`config.mk`:
```
export PLATFORM = sky130hd
export DESIGN_NAME = cp0_regs
export DESIGN_NICKNAME = d
export VERILOG_FILES = /design/src/rtl/cp0_pkg.sv /design/src/rtl/cp0_timer.sv /design/src/rtl/cp0_regs.sv
export SDC_FILE = /design/constraint.sdc
export NUM_CORES = 1
export LEC_CHECK = 0
export BUFFER_PORTS_ARGS = -buffer_cell sky130_fd_sc_hd__buf_2
export CELL_PAD_IN_SITES_DETAIL_PLACEMENT = 1
export CELL_PAD_IN_SITES_GLOBAL_PLACEMENT = 1
export CORE_MARGIN = 1.5
export CORE_UTILIZATION = 34
export DETAILED_ROUTE_END_ITERATION = 6
export PLACE_DENSITY_LB_ADDON = 0.1
export SLEW_MARGIN = 20
export SYNTH_ARGS = -nofsm -noshare
export SYNTH_HDL_FRONTEND = slang
export SYNTH_SLANG_ARGS = --single-unit
```
`constraint.sdc`:
```
create_clock -name clk -period 1.1 [get_ports clk]
set_input_delay 0.055 -clock clk [delete_from_list [all_inputs] [get_ports clk]]
set_output_delay 0.055 -clock clk [all_outputs]
set_load 0.01 [all_outputs]
```
`src/rtl/cp0_pkg.sv`:
```
// Shared CP0 definitions: register indices, exception codes and Cause field layout.
package cp0_pkg;

  typedef enum logic [4:0] {
    CP0_COUNT   = 5'd9,
    CP0_COMPARE = 5'd11,
    CP0_STATUS  = 5'd12,
    CP0_CAUSE   = 5'd13,
    CP0_EPC     = 5'd14
  } cp0_reg_e;

  typedef enum logic [4:0] {
    EXC_SYSCALL = 5'd8,
    EXC_BREAK   = 5'd9,
    EXC_TEQ     = 5'd13
  } exc_code_e;

  localparam int unsigned STATUS_SHIFT   = 5;
  localparam int unsigned CAUSE_EXC_LSB  = 2;
  localparam int unsigned CAUSE_EXC_MSB  = 6;
  localparam int unsigned CAUSE_IP7      = 15;
  localparam logic [31:0] CAUSE_IP7_MASK = 32'(1) << CAUSE_IP7;

  // Replace the ExcCode field of a Cause value, leaving every other bit alone.
  function automatic logic [31:0] cause_with_exc(input logic [31:0] cause_v,
                                                 input logic [4:0]  code);
    logic [31:0] r;
    r = cause_v;
    r[CAUSE_EXC_MSB:CAUSE_EXC_LSB] = code;
    return r;
  endfunction

endpackage

```
`src/rtl/cp0_timer.sv`:
```
// Count/Compare timer: prescaled Count, Compare register and sticky match flag.
module cp0_timer #(
  parameter int unsigned COUNT_DIV = 2
) (
  input  logic        clk,
  input  logic        rst_n,
  input  logic        count_wr_i,
  input  logic        compare_wr_i,
  input  logic [31:0] wdata_i,
  output logic [31:0] count_o,
  output logic [31:0] compare_o,
  output logic        timer_int_o
);

  localparam int unsigned PW = (COUNT_DIV > 1) ? $clog2(COUNT_DIV) : 1;
  localparam logic [PW-1:0] PRESC_LAST = PW'(COUNT_DIV - 1);

  logic [PW-1:0] presc_q, presc_d;
  logic [31:0]   count_q, count_d;
  logic [31:0]   compare_q, compare_d;
  logic          tint_q, tint_d;
  logic          tick;
  logic          count_changed;

  // NOTE: every signal written here gets a default first, so no path leaves it unassigned and no latch is inferred.
  always_comb begin
    tick          = (presc_q == PRESC_LAST);
    presc_d       = tick ? '0 : presc_q + PW'(1);
    count_d       = tick ? count_q + 32'd1 : count_q;
    compare_d     = compare_q;
    tint_d        = tint_q;
    count_changed = tick;

    if (count_wr_i) begin
      presc_d       = '0;
      count_d       = wdata_i;
      count_changed = 1'b1;
    end

    if (count_changed && (count_d == compare_q)) tint_d = 1'b1;

    // A Compare write acknowledges the interrupt and beats a simultaneous match.
    if (compare_wr_i) begin
      compare_d = wdata_i;
      tint_d    = 1'b0;
    end
  end

  // NOTE: sequential state uses non-blocking assignments so all registers update together at the edge.
  always_ff @(posedge clk or negedge rst_n) begin
    if (!rst_n) begin
      presc_q   <= '0;
      count_q   <= '0;
      compare_q <= '0;
      tint_q    <= 1'b0;
    end else begin
      presc_q   <= presc_d;
      count_q   <= count_d;
      compare_q <= compare_d;
      tint_q    <= tint_d;
    end
  end

  assign count_o     = count_q;
  assign compare_o   = compare_q;
  assign timer_int_o = tint_q;

endmodule

```
`src/rtl/cp0_regs.sv`:
```
// CP0 responder for the multi-cycle MIPS54 core: Status/Cause/EPC, exception entry and eret.
// Optional Count/Compare timer is built only when CP0_TIMER_EN is defined.
module cp0_regs
  import cp0_pkg::*;
#(
  parameter logic [31:0] EXC_VECTOR = 32'h0040_0004,
  parameter int unsigned COUNT_DIV  = 2,
  parameter logic [31:0] STATUS_RST = 32'h0000_0000
) (
  input  logic        clk,
  input  logic        reset,
  input  logic        mfc0,
  input  logic        mtc0,
  input  logic [31:0] pc,
  input  logic [4:0]  rd,
  input  logic [31:0] wdata,
  input  logic        exception,
  input  logic        eret,
  input  logic [4:0]  cause,
  output logic [31:0] rdata,
  output logic [31:0] status,
  output logic [31:0] exc_addr,
  output logic        timer_int
);

  logic [31:0] status_q, status_d;
  logic [31:0] cause_q, cause_d;
  logic [31:0] epc_q, epc_d;
  logic [31:0] count_v, compare_v;
  logic        timer_int_v;
  logic        wr_status, wr_cause, wr_epc;
  logic        unused_ok;

  assign wr_status = mtc0 && (rd == CP0_STATUS);
  assign wr_cause  = mtc0 && (rd == CP0_CAUSE);
  assign wr_epc    = mtc0 && (rd == CP0_EPC);

`ifdef CP0_TIMER_EN
  logic wr_count, wr_compare;

  assign wr_count   = mtc0 && (rd == CP0_COUNT);
  assign wr_compare = mtc0 && (rd == CP0_COMPARE);

  cp0_timer #(
    .COUNT_DIV (COUNT_DIV)
  ) u_timer (
    .clk          (clk),
    .rst_n        (reset),
    .count_wr_i   (wr_count),
    .compare_wr_i (wr_compare),
    .wdata_i      (wdata),
    .count_o      (count_v),
    .compare_o    (compare_v),
    .timer_int_o  (timer_int_v)
  );

  assign unused_ok = mfc0;
`else
  assign count_v     = '0;
  assign compare_v   = '0;
  assign timer_int_v = 1'b0;
  assign unused_ok   = mfc0 ^ (COUNT_DIV == 0);
`endif

  // Exception outranks eret and any mtc0 to Status/Cause/EPC; eret outranks mtc0 to Status.
  always_comb begin
    status_d = status_q;
    cause_d  = cause_q;
    epc_d    = epc_q;
    if (exception) begin
      status_d = status_q << STATUS_SHIFT;
      cause_d  = cause_with_exc(cause_q, cause);
      epc_d    = pc;
    end else begin
      if (eret)           status_d = status_q >> STATUS_SHIFT;
      else if (wr_status) status_d = wdata;
      if (wr_cause)       cause_d  = wdata & ~CAUSE_IP7_MASK;
      if (wr_epc)         epc_d    = wdata;
    end
  end

  always_ff @(posedge clk or negedge reset) begin
    if (!reset) begin
      status_q <= STATUS_RST;
      cause_q  <= '0;
      epc_q    <= '0;
    end else begin
      status_q <= status_d;
      cause_q  <= cause_d;
      epc_q    <= epc_d;
    end
  end

  // IP7 is never stored; it is overlaid from the live timer flag on every read.
  always_comb begin
    case (rd)
      CP0_COUNT:   rdata = count_v;
      CP0_COMPARE: rdata = compare_v;
      CP0_STATUS:  rdata = status_q;
      CP0_CAUSE:   rdata = cause_q | (timer_int_v ? CAUSE_IP7_MASK : 32'h0);
      CP0_EPC:     rdata = epc_q;
      default:     rdata = 32'h0;
    endcase
  end

  assign status    = status_q;
  assign exc_addr  = (eret && !exception) ? epc_q : EXC_VECTOR;
  assign timer_int = timer_int_v;

endmodule
```
==> results of run 1 <==
-- Yosys cell counts (4+ instances only) --
cell type | instances | share of area
sky130_fd_sc_hd__a22o_1 | 4 | 0.0061
sky130_fd_sc_hd__or2_2 | 27 | 0.029
sky130_fd_sc_hd__nand2_1 | 75 | 0.049
sky130_fd_sc_hd__nand4_1 | 32 | 0.035
sky130_fd_sc_hd__nor3_1 | 5 | 0.0044
sky130_fd_sc_hd__a21oi_1 | 31 | 0.027
sky130_fd_sc_hd__mux2_1 | 10 | 0.020
sky130_fd_sc_hd__nor2b_1 | 8 | 0.0087
sky130_fd_sc_hd__o311a_1 | 5 | 0.0087
sky130_fd_sc_hd__a31oi_1 | 19 | 0.021
sky130_fd_sc_hd__o211ai_1 | 5 | 0.0065
sky130_fd_sc_hd__o2bb2ai_1 | 15 | 0.023
sky130_fd_sc_hd__or4_1 | 5 | 0.0065
sky130_fd_sc_hd__o311ai_0 | 33 | 0.050
sky130_fd_sc_hd__nor2_1 | 55 | 0.036
sky130_fd_sc_hd__mux2i_1 | 32 | 0.056
sky130_fd_sc_hd__clkbuf_1 | 49 | 0.032
sky130_fd_sc_hd__inv_1 | 43 | 0.028
sky130_fd_sc_hd__o21ai_0 | 19 | 0.017
sky130_fd_sc_hd__buf_2 | 12 | 0.010
sky130_fd_sc_hd__a2bb2oi_1 | 5 | 0.0076
sky130_fd_sc_hd__mux2_2 | 16 | 0.031
sky130_fd_sc_hd__dfrtp_1 | 95 | 0.41
sky130_fd_sc_hd__o311ai_1 | 4 | 0.0061
sky130_fd_sc_hd__nand3_1 | 29 | 0.025
-- per-stage QoR --
stage / cell area (µm²) / utilization / TNS, ns / instances
final: 9210 / 0.557 / -9.45 / 1167
after global routing: 9210 / 0.557 / -11.59 / 1167
after CTS: 8690 / 0.526 / -10.03 / 1155
after detailed placement: 7430 / 0.450 / -27.63 / 1064
after global placement: 7430 / 0.450 / -23.66 / 1064
after floorplan: 5850 / - / -12.93 / 663
-- state kept, by name (all words and copies together) (netlist names) --
signal   count
status      32
cause_q     31
epc_q       32
-- timing repair --
| item | CTS | global route |
|---|---|---|
| hold endpoints to repair | 163 | 0 |
| gates cloned | 0 | 3 |
| setup buffers | 16 | 25 |
| setup endpoints to repair | 54 | 101 |
| hold buffers | 62 | 0 |
| pin swaps | 11 | 40 |
| resized for setup | 60 | 125 |
-- cell families after synthesis --
kind of cell / synth area share
compound gates: 0.180
simple gates: 0.217
mux: 0.107
flops: 0.414
buf+inv: 0.0817
other cells: 0.000653
-- critical path: stages (launching register included) --
cell and delay, ns:
sky130_fd_sc_hd__dfrtp_1 0.39, sky130_fd_sc_hd__mux2i_1 0.09, sky130_fd_sc_hd__or2_4 0.24, sky130_fd_sc_hd__a21oi_2 0.14, sky130_fd_sc_hd__buf_2 0.15
-- power by group --
part	total (mW)	internal, mW	switching (mW)
Clock	3.68	2.22	1.46
Sequential	4.21	3.92	0.295
Combinational	3.57	1.82	1.75
-- layout make-up --
cell class / count / area (µm²)
clock buffers: 10 / 229
clock inverters: 6 / 109
fillers: 1875 / 7320
inverters: 44 / 178
multi-input cells: 455 / 3240
flip-flops and latches: 95 / 2380
well taps: 220 / 275
repair buffers: 337 / 2790
-- worst paths after layout --
path	to	slack, ns	depth (start not counted)
worst max-delay path	rdata[12]	-0.31	4
worst min-delay path	cause_q[17]	0.01	2
worst max register to register	status[4]	-0.02	3
worst min register to register	cause_q[20]	0.49	1
max in group asynchronous	epc_q[16]	0.43	3
min in group asynchronous	cause_q[25]	0.15	2
-- layer usage --
metal | wire length (µm) | GRT usage
met5 | 0 | 0
met1 | 10900 | 0.360
met3 | 930 | 0.0310
met4 | 622 | 0.0904
met2 | 12600 | 0.488
==> results.sh, run 1 <==
export IMPL_cellPowerDensity_mw_per_mm2=1240
export IMPL_critPathMaxFanout=2
export IMPL_antenna_left=0
export IMPL_cellLeakagePower_nw=4.19
export IMPL_row_count=47
export IMPL_drt_first_iter_violations=322
export IMPL_worstSetupStartpoint="status[12]"
export IMPL_failed_checks="negative setup slack"
export IMPL_synth_seq_cells=95
export IMPL_hold_worst_slack_ns=0.00984
export IMPL_post_drt_wl_per_cell_um=21.5
export IMPL_netlist_area_mm2=0.00574
export IMPL_fp_coreArea_mm2=0.0165
export IMPL_route_vias_total=6467
export IMPL_critPathLaunchType="flop"
export IMPL_synthesis_area_per_instance_um2=8.66
export IMPL_clock_skew_final_ns=0.00824
export IMPL_place_worst_setup_slack_ns=-0.389
export IMPL_flow_area_growth_from_synthesis_pct=60.3
export IMPL_max_cap_violations=0
export IMPL_clkSlewWorstSetupHoldPaths_ns=0.07
export IMPL_hold_path_class="in -> reg"
export IMPL_hold_fails_final_rpt=0
export IMPL_cts_tree="built"
export IMPL_cts_root_buffer="sky130_fd_sc_hd__clkbuf_16"
export IMPL_die_y_um=133
export IMPL_num_antenna_cells=0
export IMPL_max_slew_margin=0.602
export IMPL_synth_distinct_cells=42
export IMPL_clock_latency_at_the_later_pin_of_the_worst_skew_pair_ns=0.36
export IMPL_die_width_um=133
export IMPL_synth_edff_count=0
export IMPL_grt_setup_unrepaired="yes"
export IMPL_timing_final_crit_period_ns=1.41
export IMPL_worst_slew_pin_transition_ns=0.597
export IMPL_final_period_utilization=1.28
export IMPL_place_detailed_hpwl_mm=16.4
export IMPL_drt_first_pass_iters=4
export IMPL_outcome="finished, violations left"
export IMPL_nNetsFinal=1022
export IMPL_criticalPathCategory="reg -> out"
export IMPL_net_count_after_synthesis=743
export IMPL_layout_cells_sized_above_1=0.439
export IMPL_grt_max_degree=66
export IMPL_globalRouteTotalUtil=0.279
export IMPL_worst_endpoint_required_ns=1.04
export IMPL_min_from="wdata[17]"
export IMPL_power_mw=11.5
export IMPL_clock_sinks=95
export IMPL_cts_htree_levels=3
export IMPL_placement_io_buffers=174
export IMPL_drt_drc_violations_left=0
export IMPL_yosys_warnings=0
export IMPL_number_of_global_route_vias_before_repair=6939
export IMPL_wirelength_mm=25.1
export IMPL_netlist_instances=663
export IMPL_area_of_the_die_mm2=0.0177
export IMPL_ys_flop_type="sky130_fd_sc_hd__dfrtp_1"
export IMPL_max_freq_mhz=709
export IMPL_reg2reg_from="status[4]"
export IMPL_synth_async_sr_flop_share=1.00
export IMPL_most_common_layout_cells="sky130_fd_sc_hd__buf_2, sky130_fd_sc_hd__dfrtp_1, sky130_fd_sc_hd__nand2_1, sky130_fd_sc_hd__buf_6, sky130_fd_sc_hd__dlygate4sd3_1"
export IMPL_cp_data_arrival_time_ns=1.35
export IMPL_design_portCount=177
export IMPL_routed_via_density=5.54
export IMPL_initial_antenna_violation_count=0
export IMPL_layout_commonest_cell="sky130_fd_sc_hd__buf_2"
export IMPL_global_route_wire_length_before_repair_mm=38.7
export IMPL_count_of_final_max_slew_check_failures=0
export IMPL_cts_made_buffers=9
export IMPL_clock_path_buffers=2
export IMPL_setup_worst_path_end_class="primary output"
export IMPL_setup_violations_final=51
export IMPL_synth_yosys_seq_area_share=0.414
export IMPL_global_route_overflow_total=0
export IMPL_ir_worst_vdd_mv=0.800
export IMPL_initial_utilization=0.348
export IMPL_setup_slack_ns=-0.310
export IMPL_gp_routability_congestion=0.847
No activity file was read; power rests on OpenSTA's default activity.
==> run 2: changes to the inputs <==
ABC_AREA = 1   (was not set)
CORE_UTILIZATION = 32   (was 34)
==> results.sh, run 2 <==
export IMPL_gp_routability_congestion=0.896
export IMPL_drt_first_iter_violations=492
export IMPL_yosys_area_share_xor_xnor=0
export IMPL_cpMaxStageDelayCell="sky130_fd_sc_hd__dfrtp_2"
export IMPL_globalRouteTotalUtil=0.290
export IMPL_cts_htree_levels=3
export IMPL_initial_utilization=0.326
export IMPL_grt_setup_unrepaired="yes"
export IMPL_design_portCount=177
export IMPL_cellLeakagePower_nw=4.94
export IMPL_synth_top_family_by_area="simple AND/OR/NAND/NOR gates"
export IMPL_netlist_top_cells_area="sky130_fd_sc_hd__dfrtp_1, sky130_fd_sc_hd__nand2_1, sky130_fd_sc_hd__nand3_1"
export IMPL_timing_final_crit_period_ns=1.29
export IMPL_clock_sinks=95
export IMPL_critPathMaxStageDelay_ns=0.42
export IMPL_route_vias_total=7080
export IMPL_cts_tree="built"
export IMPL_synth_yosys_seq_area_share=0.424
export IMPL_most_area_hungry_cell_type_in_the_yosys_netlist="sky130_fd_sc_hd__dfrtp_1"
export IMPL_hold_fails_final_rpt=0
export IMPL_path_cells="nand3_2 > o211ai_1 > buf_2"
export IMPL_synth_largest_type_area_fraction=0.424
export IMPL_layout_commonest_cell="sky130_fd_sc_hd__nand2_1"
export IMPL_r2r_slack_ns=-0.02
export IMPL_hold_path_class="in -> reg"
export IMPL_synth_common_cells="sky130_fd_sc_hd__nand2_1, sky130_fd_sc_hd__nand3_1, sky130_fd_sc_hd__dfrtp_1"
export IMPL_min_to="epc_q[12]"
export IMPL_number_of_global_route_vias_before_repair=7036
export IMPL_synth_distinct_cells=20
export IMPL_synthAdderAreaFrac=0
export IMPL_cp_data_arrival_time_ns=1.23
export IMPL_die_width_um=135
export IMPL_cts_root_buffer="sky130_fd_sc_hd__clkbuf_16"
export IMPL_netlist_area_mm2=0.00561
export IMPL_clkSlewWorstSetupHoldPaths_ns=0.07
export IMPL_synth_compound_area_share=0.0548
export IMPL_post_synth_mux_area_share=0
export IMPL_clock_path_buffers=2
export IMPL_cellPowerDensity_mw_per_mm2=1160
export IMPL_critPathMaxFanout=2
export IMPL_most_common_layout_cells="sky130_fd_sc_hd__nand2_1, sky130_fd_sc_hd__buf_2, sky130_fd_sc_hd__nand3_1, sky130_fd_sc_hd__buf_4, sky130_fd_sc_hd__dfrtp_1"
export IMPL_wirelength_mm=27.2
export IMPL_global_route_wire_length_before_repair_mm=40.0
export IMPL_area_of_the_die_mm2=0.0183
export IMPL_place_detailed_hpwl_mm=18.7
export IMPL_net_count_after_synthesis=919
export IMPL_cts_made_buffers=9
export IMPL_outcome="finished, violations left"
export IMPL_ir_worst_vdd_mv=0.782
export IMPL_netlist_instances=839
export IMPL_r2r_cells=6
export IMPL_fillerInstances=2131
export IMPL_setup_worst_path_end_class="primary output"
export IMPL_clock_skew_final_ns=0.00379
export IMPL_timing_rr_end="status[22]"
export IMPL_global_route_overflow_total=0
export IMPL_flow_area_growth_from_synthesis_pct=67.0
export IMPL_fp_coreArea_mm2=0.0172
export IMPL_hold_depth=5
export IMPL_drt_first_pass_iters=4
export IMPL_synth_edff_count=0
export IMPL_num_antenna_cells=0
export IMPL_failed_checks="negative setup slack"
export IMPL_grt_max_degree=45
export IMPL_layout_area_seq_mm2=0.00240
export IMPL_setup_violations_final=49
export IMPL_final_period_utilization=1.17
export IMPL_drt_drc_violations_left=0
export IMPL_post_drt_wl_per_cell_um=19.6
export IMPL_synth_most_common_cell="sky130_fd_sc_hd__nand2_1"
export IMPL_nNetsFinal=1239
export IMPL_multi_input_area_mm2=0.00311
export IMPL_die_y_um=135
export IMPL_count_of_final_max_slew_check_failures=0
export IMPL_max_freq_mhz=777
export IMPL_synthesis_area_per_instance_um2=6.69
export IMPL_setup_slack_ns=-0.187
export IMPL_initial_antenna_violation_count=0
export IMPL_row_count=48
export IMPL_synth_simple_gate_area_share=0.440
export IMPL_min_from="pc[12]"
export IMPL_synth_async_sr_flop_share=1.00
export IMPL_placement_io_buffers=174
export IMPL_synth_seq_cells=95
export IMPL_final_area_mm2=0.00937
export IMPL_clock_latency_at_the_later_pin_of_the_worst_skew_pair_ns=0.36
export IMPL_reg2reg_from="status[17]"
export IMPL_max_cap_violations=0
export IMPL_yosys_warnings=0
export IMPL_final_instance_count_excl_fill=1389
export IMPL_ys_flop_type="sky130_fd_sc_hd__dfrtp_1"
export IMPL_worst_endpoint_required_ns=1.04
export IMPL_layout_cells_sized_above_1=0.404
export IMPL_critPathLaunchType="flop"
export IMPL_placed_cells_incl_taps=1247
export IMPL_criticalPathCategory="reg -> out"
export IMPL_placedInstanceArea_mm2=0.00725
export IMPL_antenna_left=0
export IMPL_routed_via_density=5.10
## run 2: logic make-up (layout without fill, tap and decap cells)
| group | Yosys count | count (layout) |
|---|---|---|
| simple gates | 596 | 596 |
| buf+inv | 101 | 426 |
| flops | 95 | 95 |
| compound gates | 46 | 46 |
| other cells | 1 | 1 |
## run 2: final cells by class
cell class / instances / share of cell area
clock buffers: 9 / 0.0240
inverters: 44 / 0.0176
flip-flops and latches: 95 / 0.256
well taps: 225 / 0.0300
clock inverters: 7 / 0.00601
multi-input cells: 643 / 0.332
repair buffers: 366 / 0.334
## run 2: power breakdown
part	switching (mW)	internal, mW	leakage [nW]
sequential	0.396	3.93	1.20
combinational	1.75	1.74	3.62
clock	1.54	1.56	0.125
## run 2: routing by layer
| metal | up-vias | track usage | wire [µm] |
|---|---|---|---|
| met5 | - | 0 | 0 |
| met2 | 235 | 0.453 | 12700 |
| met1 | 3511 | 0.416 | 12400 |
| li1 | 3295 | - | - |
| met3 | 39 | 0.0494 | 1590 |
| met4 | 0 | 0.0765 | 507 |
## run 2: what timing repair did
item | CTS | global route
cloned | 2 | 2
setup buffers | 55 | 29
endpoints found under the setup margin | 57 | 101
pin swaps | 62 | 50
resized for setup | 121 | 98
hold buffers | 49 | 0
endpoints found under the hold margin | 143 | 0
## run 2: worst max-delay path by stage
stage,from,to,slack [ns]
2_1_floorplan,rd[3],rdata[0],0.18
3_3_place_gp,rd[3],rdata[18],-0.10
3_5_place_dp,rd[3],cause_q[16],-0.10
4_1_cts,status[12],rdata[12],-0.17
5_1_grt,status[12],rdata[12],-0.21
6_report,status[12],rdata[12],-0.19
## run 2: metrics by stage
step	setup TNS, ns	power [mW]	hold slack [ns]	worst slack (ns)	util
floorplan	0	5.32	-0.241	0.184	-
global placement	-5.47	6.54	-0.0421	-0.105	0.421
detailed placement	-7.22	6.58	-0.0426	-0.101	0.421
CTS	-3.34	10.5	0.00000241	-0.172	0.515
global route	-5.40	11.4	0.0298	-0.212	0.544
finish	-3.18	10.9	0.00674	-0.187	0.544
## run 2: worst max-delay path: cells and delay by family, from the launching register on
| family | cells | cell delay (ns) |
|---|---|---|
| compound gates | 1 | 0.14 |
| buf+inv | 1 | 0.19 |
| flops | 1 | 0.42 |
| simple gates | 1 | 0.12 |
